[src/rtl/sn76489_det_pkg.sv]
// sn76489_det_pkg: shared widths, channel count and types for the PSG period/peak detector
package sn76489_det_pkg;
  localparam int NUM_CH = 4;
  localparam int CNT_W = 10;
  localparam int MAG_W = 8;
  typedef enum logic {IDLE, MEAS} det_state_e;
  typedef logic [0:CNT_W-1] cnt_t;
  typedef logic [0:MAG_W-1] mag_t;
endpackage

[src/rtl/sn76489_det_chan.sv]
// sn76489_det_chan: one-channel rising-edge period and peak detector; in clk,res_i,clock_en_i,ch_i; out det_counter_o,det_magnitude_o,det_done_o (+det_high_o when SN76489_DET_DUTY_EN)
module sn76489_det_chan import sn76489_det_pkg::*; #(
  parameter mag_t THRESH = 8'd0,
  parameter cnt_t CNT_MAX = 10'd1023
) (
  input  logic clk,
  input  logic res_i,
  input  logic clock_en_i,
  input  mag_t ch_i,
  output cnt_t det_counter_o,
  output mag_t det_magnitude_o,
`ifdef SN76489_DET_DUTY_EN
  output cnt_t det_high_o,
`endif
  output logic det_done_o
);
  det_state_e state;
  logic prev_high, high, rise, report;
  cnt_t cnt, cnt_inc;
  mag_t peak, peak_max;
  always_comb begin
    high = ch_i > THRESH;
    rise = high && !prev_high;
    cnt_inc = (cnt == CNT_MAX) ? cnt : cnt_t'(cnt + 1'b1);
    peak_max = (ch_i > peak) ? ch_i : peak;
    report = clock_en_i && state == MEAS && (rise || cnt_inc == CNT_MAX);
  end
  always_ff @(posedge clk)
    if (res_i) begin
      state <= IDLE;
      prev_high <= 1'b0;
      cnt <= '0;
      peak <= '0;
      det_counter_o <= '0;
      det_magnitude_o <= '0;
      det_done_o <= 1'b0;
    end else begin
      det_done_o <= report;
      if (clock_en_i) begin
        prev_high <= high;
        cnt <= rise ? cnt_t'(1) : cnt_inc;
        peak <= rise ? ch_i : peak_max;
        state <= rise ? MEAS : report ? IDLE : state;
      end
      if (report) begin
        det_counter_o <= rise ? cnt : CNT_MAX;
        det_magnitude_o <= rise ? peak : peak_max;
      end
    end
`ifdef SN76489_DET_DUTY_EN
  cnt_t hi_cnt, hi_inc;
  always_comb hi_inc = (high && hi_cnt != CNT_MAX) ? cnt_t'(hi_cnt + 1'b1) : hi_cnt;
  always_ff @(posedge clk)
    if (res_i) begin
      hi_cnt <= '0;
      det_high_o <= '0;
    end else begin
      if (clock_en_i) hi_cnt <= rise ? cnt_t'(1) : hi_inc;
      if (report) det_high_o <= rise ? hi_cnt : hi_inc;
    end
`endif
endmodule

[src/rtl/sn76489_det.sv]
// sn76489_det: four-channel PSG period/peak detector; in clk,res_i,clock_en_i,ch_i[4]; out det_counter_o[4],det_magnitude_o[4],det_done_o[4] (+det_high_o[4] when SN76489_DET_DUTY_EN)
module sn76489_det import sn76489_det_pkg::*; #(
  parameter mag_t THRESH = 8'd0,
  parameter cnt_t CNT_MAX = 10'd1023
) (
  input  logic clk,
  input  logic res_i,
  input  logic clock_en_i,
  input  mag_t ch_i [NUM_CH],
  output cnt_t det_counter_o [NUM_CH],
  output mag_t det_magnitude_o [NUM_CH],
`ifdef SN76489_DET_DUTY_EN
  output cnt_t det_high_o [NUM_CH],
`endif
  output logic det_done_o [NUM_CH]
);
  for (genvar i = 0; i < NUM_CH; i++) begin : g_ch
    sn76489_det_chan #(.THRESH(THRESH), .CNT_MAX(CNT_MAX)) u_chan (
      .clk(clk),
      .res_i(res_i),
      .clock_en_i(clock_en_i),
      .ch_i(ch_i[i]),
      .det_counter_o(det_counter_o[i]),
      .det_magnitude_o(det_magnitude_o[i]),
`ifdef SN76489_DET_DUTY_EN
      .det_high_o(det_high_o[i]),
`endif
      .det_done_o(det_done_o[i])
    );
  end
endmodule

[config.mk]
export PLATFORM = sky130hd
export DESIGN_NAME = sn76489_det
export DESIGN_NICKNAME = d
export VERILOG_FILES = /design/src/rtl/sn76489_det_pkg.sv /design/src/rtl/sn76489_det_chan.sv /design/src/rtl/sn76489_det.sv
export SDC_FILE = /design/constraint.sdc
export NUM_CORES = 1
export LEC_CHECK = 0
export BUFFER_PORTS_ARGS = -buffer_cell sky130_fd_sc_hd__buf_2
export CAP_MARGIN = 20
export CORE_MARGIN = 4
export CORE_UTILIZATION = 47
export CTS_BUF_LIST = sky130_fd_sc_hd__clkbuf_4 sky130_fd_sc_hd__clkbuf_8
export DETAILED_ROUTE_END_ITERATION = 8
export GPL_ROUTABILITY_DRIVEN = 0
export GPL_TIMING_DRIVEN = 1
export PLACE_DENSITY = 0.78
export RECOVER_POWER = 100
export SYNTH_ARGS = -nofsm -noshare
export SYNTH_HDL_FRONTEND = slang
export SYNTH_SLANG_ARGS = --single-unit
[constraint.sdc]
create_clock -name clk -period 5 [get_ports clk]
set_input_delay 0.25 -clock clk [delete_from_list [all_inputs] [get_ports clk]]
set_output_delay 0.25 -clock clk [all_outputs]
set_load 0.005 [all_outputs]
==> impl_metrics.yaml <==
hold_path:
  whs_path_depth: 3
  min_from: "ch_i[8]"
  whs_endpoint: "g_ch[2].u_chan.peak[0]$_SDFFE_PP0P_"
  hold_class: "in2reg"
power:
  total_power_w: 0.002760
  power_switching_share: 0.2634
  power_density_nw_per_um2: 312.2
  ir_drop_mv: 0.1673
  power_frac_comb: 0.127
  seqPwrFrac: 0.485
  leakage_nw: 3.494
  switching_power_w: 0.0007270
  power.internal_w: 0.002033
  p_clk_frac: 0.388
logic_synthesis:
  synthSimpleGateAreaFrac: 0.2257
  netlist_area_um2: 7939
  synth_compound_area_frac: 0.2030
  synth-seq-cells: 156
  synth_adder_area_share: 0.05674
  synth_top_family_by_area: "simple AND/OR/NAND/NOR gates"
  yosysMostFrequentCell: "nor2_1"
  synth_edf_count: 0
  synth_common_cells: "nor2_1, dfxtp_1, nor3_1, a211oi_1, inv_1"
  synth.area.top_cells: "dfxtp_1, nor2_1, ha_1, mux2i_1, a211oi_1"
  synth_top_area_frac: 0.3934
  postSynthAreaPerCell_um2: 8.218
  syn_inst: 966
  yosys-mux-area-fraction: 0.05311
  synth_top_area_cell: "dfxtp_1"
  synth-xor-area-share: 0.002206
  ys_warn_count: 0
  syn_nets: 1037
  async_flop_share: 0
  synthFlopType: "dfxtp_1"
  yosysUniqueCellTypes: 65
  synth_seq_area_share: 0.3934
critical_path:
  r2r_start: "g_ch[3].u_chan.cnt[0]$_SDFFE_PP0P_"
  cp_num_buf_inv: 2
  max_stage_delay_ns: 1.43
  critPathKind: "in2reg"
  critPathTopFamily: "buffers and inverters"
  cp.arrival_ns: 3.91
  cp_max_fo: 44
  start_kind: "primary input"
  ff2ff_setup_slack_ns: 1.69
  end_kind: "flop"
  crit_path_cell_trace: "clkbuf_1 > clkbuf_1 > nand2_1 > a21oi_2 > a211oi_1"
  cp_common_cell: "clkbuf_1"
  slowest_stage: "clkbuf_1"
  r2r-end: "g_ch[3].u_chan.det_magnitude_o[4]$_SDFFE_PP0P_"
  reg2reg_depth: 8
  worstPathRequired_ns: 5.11
grt:
  overflow: 0
  grt_pass1_vias: 6423
  grt.total_usage: 0.1927
  antenna_found_initial: 0
  grt_max_degree: 103
  grt_pass1_wl_um: 30480
cells_and_area:
  drive_above_1_share: 0.1019
  final_core_util: 0.5330
  fillers: 1614
  nets: 1098
  diodes: 0
  area_growth_syn_to_layout_pct: 11.35
  design_area_um2: 8840
placed_design:
  pre_cts_slack_ns: 1.810
  dp.final_hpwl_um: 12620
  port_buffers: 110
  placed_area_um2: 8469
sta:
  slew_violations: 148
  hold_violations: 0
  final.setup.worst_slack_ns: 1.200
  min_period_over_period: 0.7600
  clock_skew_ns: 0.01128
  rsz0062_at_grt: "no"
  worst_pin_slew_ns: 4.440
  setup_tns_ns: 0
  period_minus_slack_ns: 3.800
  max_freq_mhz: 263.1
  timing.slew.headroom: -1.960
  setup_viol: 0
job:
  drv_cap: 2
floorplanning:
  initial_core_util: 0.4787
  dieHeight_um: 138.0
  ios: 111
  core_area_um2: 16580
  die_x_um: 138.0
  die_area_um2: 19030
  num_rows: 47
routing:
  ant_nets: 0
  drt-total-wl_um: 18250
  drt_iter0_drc: 654
  vias: 7169
  first_pass_iters: 5
  routedWlPerCell_um: 14.48
  drcViolationCount: 0
  via_per_inst: 5.690
clock_tree:
  clkLatencyLatePin_ns: 0.45
  cts_buffers: 17
  root_buffer: "clkbuf_8"
  cts-htree-levels: 4
  post_cts_buffers: 0
  cts_tree: "yes"
  clk_path_buf_depth: 2
  cts_resized: 0
  hold_buffers: 0
  cts.clk_slew.worst_paths_ns: 0.09
  cts.sinks: 156
run_status:
  failed_checks: "max-capacitance violations, max-slew violations"
  outcome: "finished with violations"
metrics by stage:
stage / hold WS (ns) / std cells
after detailed placement: 0.4486 / 1228
after CTS: 0.06053 / 1260
after floorplan: 0.3939 / 966
after global placement: 0.4483 / 1228
final: 0.08550 / 1260
after global routing: 0.07016 / 1260
cell type report:
cell class              instances  area (um2)  area share
clock buffers                  20       275.3     0.03114
clock inverters                12       183.9     0.02081
inverters                      52       195.2     0.02208
multi-input cells             686        4280      0.4842
flip-flops and latches        156        3123      0.3533
well taps                     220       275.3     0.03114
repair buffers                114       506.7     0.05732
worst max-delay path by stage:
| stage | from | end | cells past startpoint |
|---|---|---|---|
| 5_1_grt | clock_en_i | g_ch[1].u_chan.det_magnitude_o[0]$_SDFFE_PP0P_ | 6 |
| 3_3_place_gp | g_ch[3].u_chan.cnt[0]$_SDFFE_PP0P_ | g_ch[3].u_chan.det_magnitude_o[7]$_SDFFE_PP0P_ | 8 |
| 4_1_cts | g_ch[3].u_chan.cnt[0]$_SDFFE_PP0P_ | g_ch[3].u_chan.det_magnitude_o[4]$_SDFFE_PP0P_ | 8 |
| 6_report | clock_en_i | g_ch[1].u_chan.det_magnitude_o[3]$_SDFFE_PP0P_ | 5 |
| 3_5_place_dp | g_ch[3].u_chan.cnt[0]$_SDFFE_PP0P_ | g_ch[3].u_chan.det_magnitude_o[0]$_SDFFE_PP0P_ | 8 |
| 2_1_floorplan | g_ch[3].u_chan.cnt[0]$_SDFFE_PP0P_ | g_ch[3].u_chan.det_magnitude_o[6]$_SDFFE_PP0P_ | 11 |
worst register-to-register path, cell delays in order (launching register included):
cell and delay [ns]:
dfxtp_1 0.46, ha_1 0.36, and4_1 0.40, nand4_1 0.40, nand4b_1 0.24, a21boi_0 0.17, a31oi_2 0.77, a221oi_1 0.12
a211oi_1 0.27
metal layers:
layer,track usage,up-vias,share of wire
met2,0.3004,200,0.46
met1,0.2681,3341,0.47
met4,0.06861,0,0.016
met5,0,-,0
li1,-,3604,-
met3,0.03483,24,0.051
power groups by stage:
stage	sequential (W)	clock (W)	combinational, W
after CTS	0.00134	0.00110	0.000359
after global placement	0.00137	0	0.000348
after floorplan	0.00136	0	0.000249
after detailed placement	0.00137	0	0.000357
after global routing	0.00135	0.00115	0.000400
final	0.00134	0.00107	0.000350
sequential cells by signal (all words and copies together) (netlist names):
| signal | count |
|---|---|
| g_ch.u_chan.det_magnitude_o | 32 |
| g_ch.u_chan.det_done_o | 4 |
| g_ch.u_chan.state | 4 |
| g_ch.u_chan.prev_high | 4 |
| g_ch.u_chan.cnt | 40 |
| g_ch.u_chan.peak | 32 |
| g_ch.u_chan.det_counter_o | 40 |
logic make-up after synthesis:
| group | count (synthesis) |
|---|---|
| adder cells (fa/ha/maj) | 36 |
| flip-flops | 156 |
| XOR/XNOR | 2 |
| buffers and inverters | 124 |
| multiplexers | 42 |
| AO/OA/AOI/OAI | 226 |
| AND/OR/NAND/NOR | 380 |
layout by cell type, fill, tap and decap left out, types with 23 or more instances in the layout:
cell and count:
dfxtp_1 156, a22oi_1 26, nand2_1 48, clkbuf_1 55
nor3_1 55, nand3_1 23, a211oi_1 55, mux2i_1 41
nor2_1 175, inv_1 51, a21oi_1 46, ha_1 36
buf_2 54
Power figures use the tool's default switching activity.
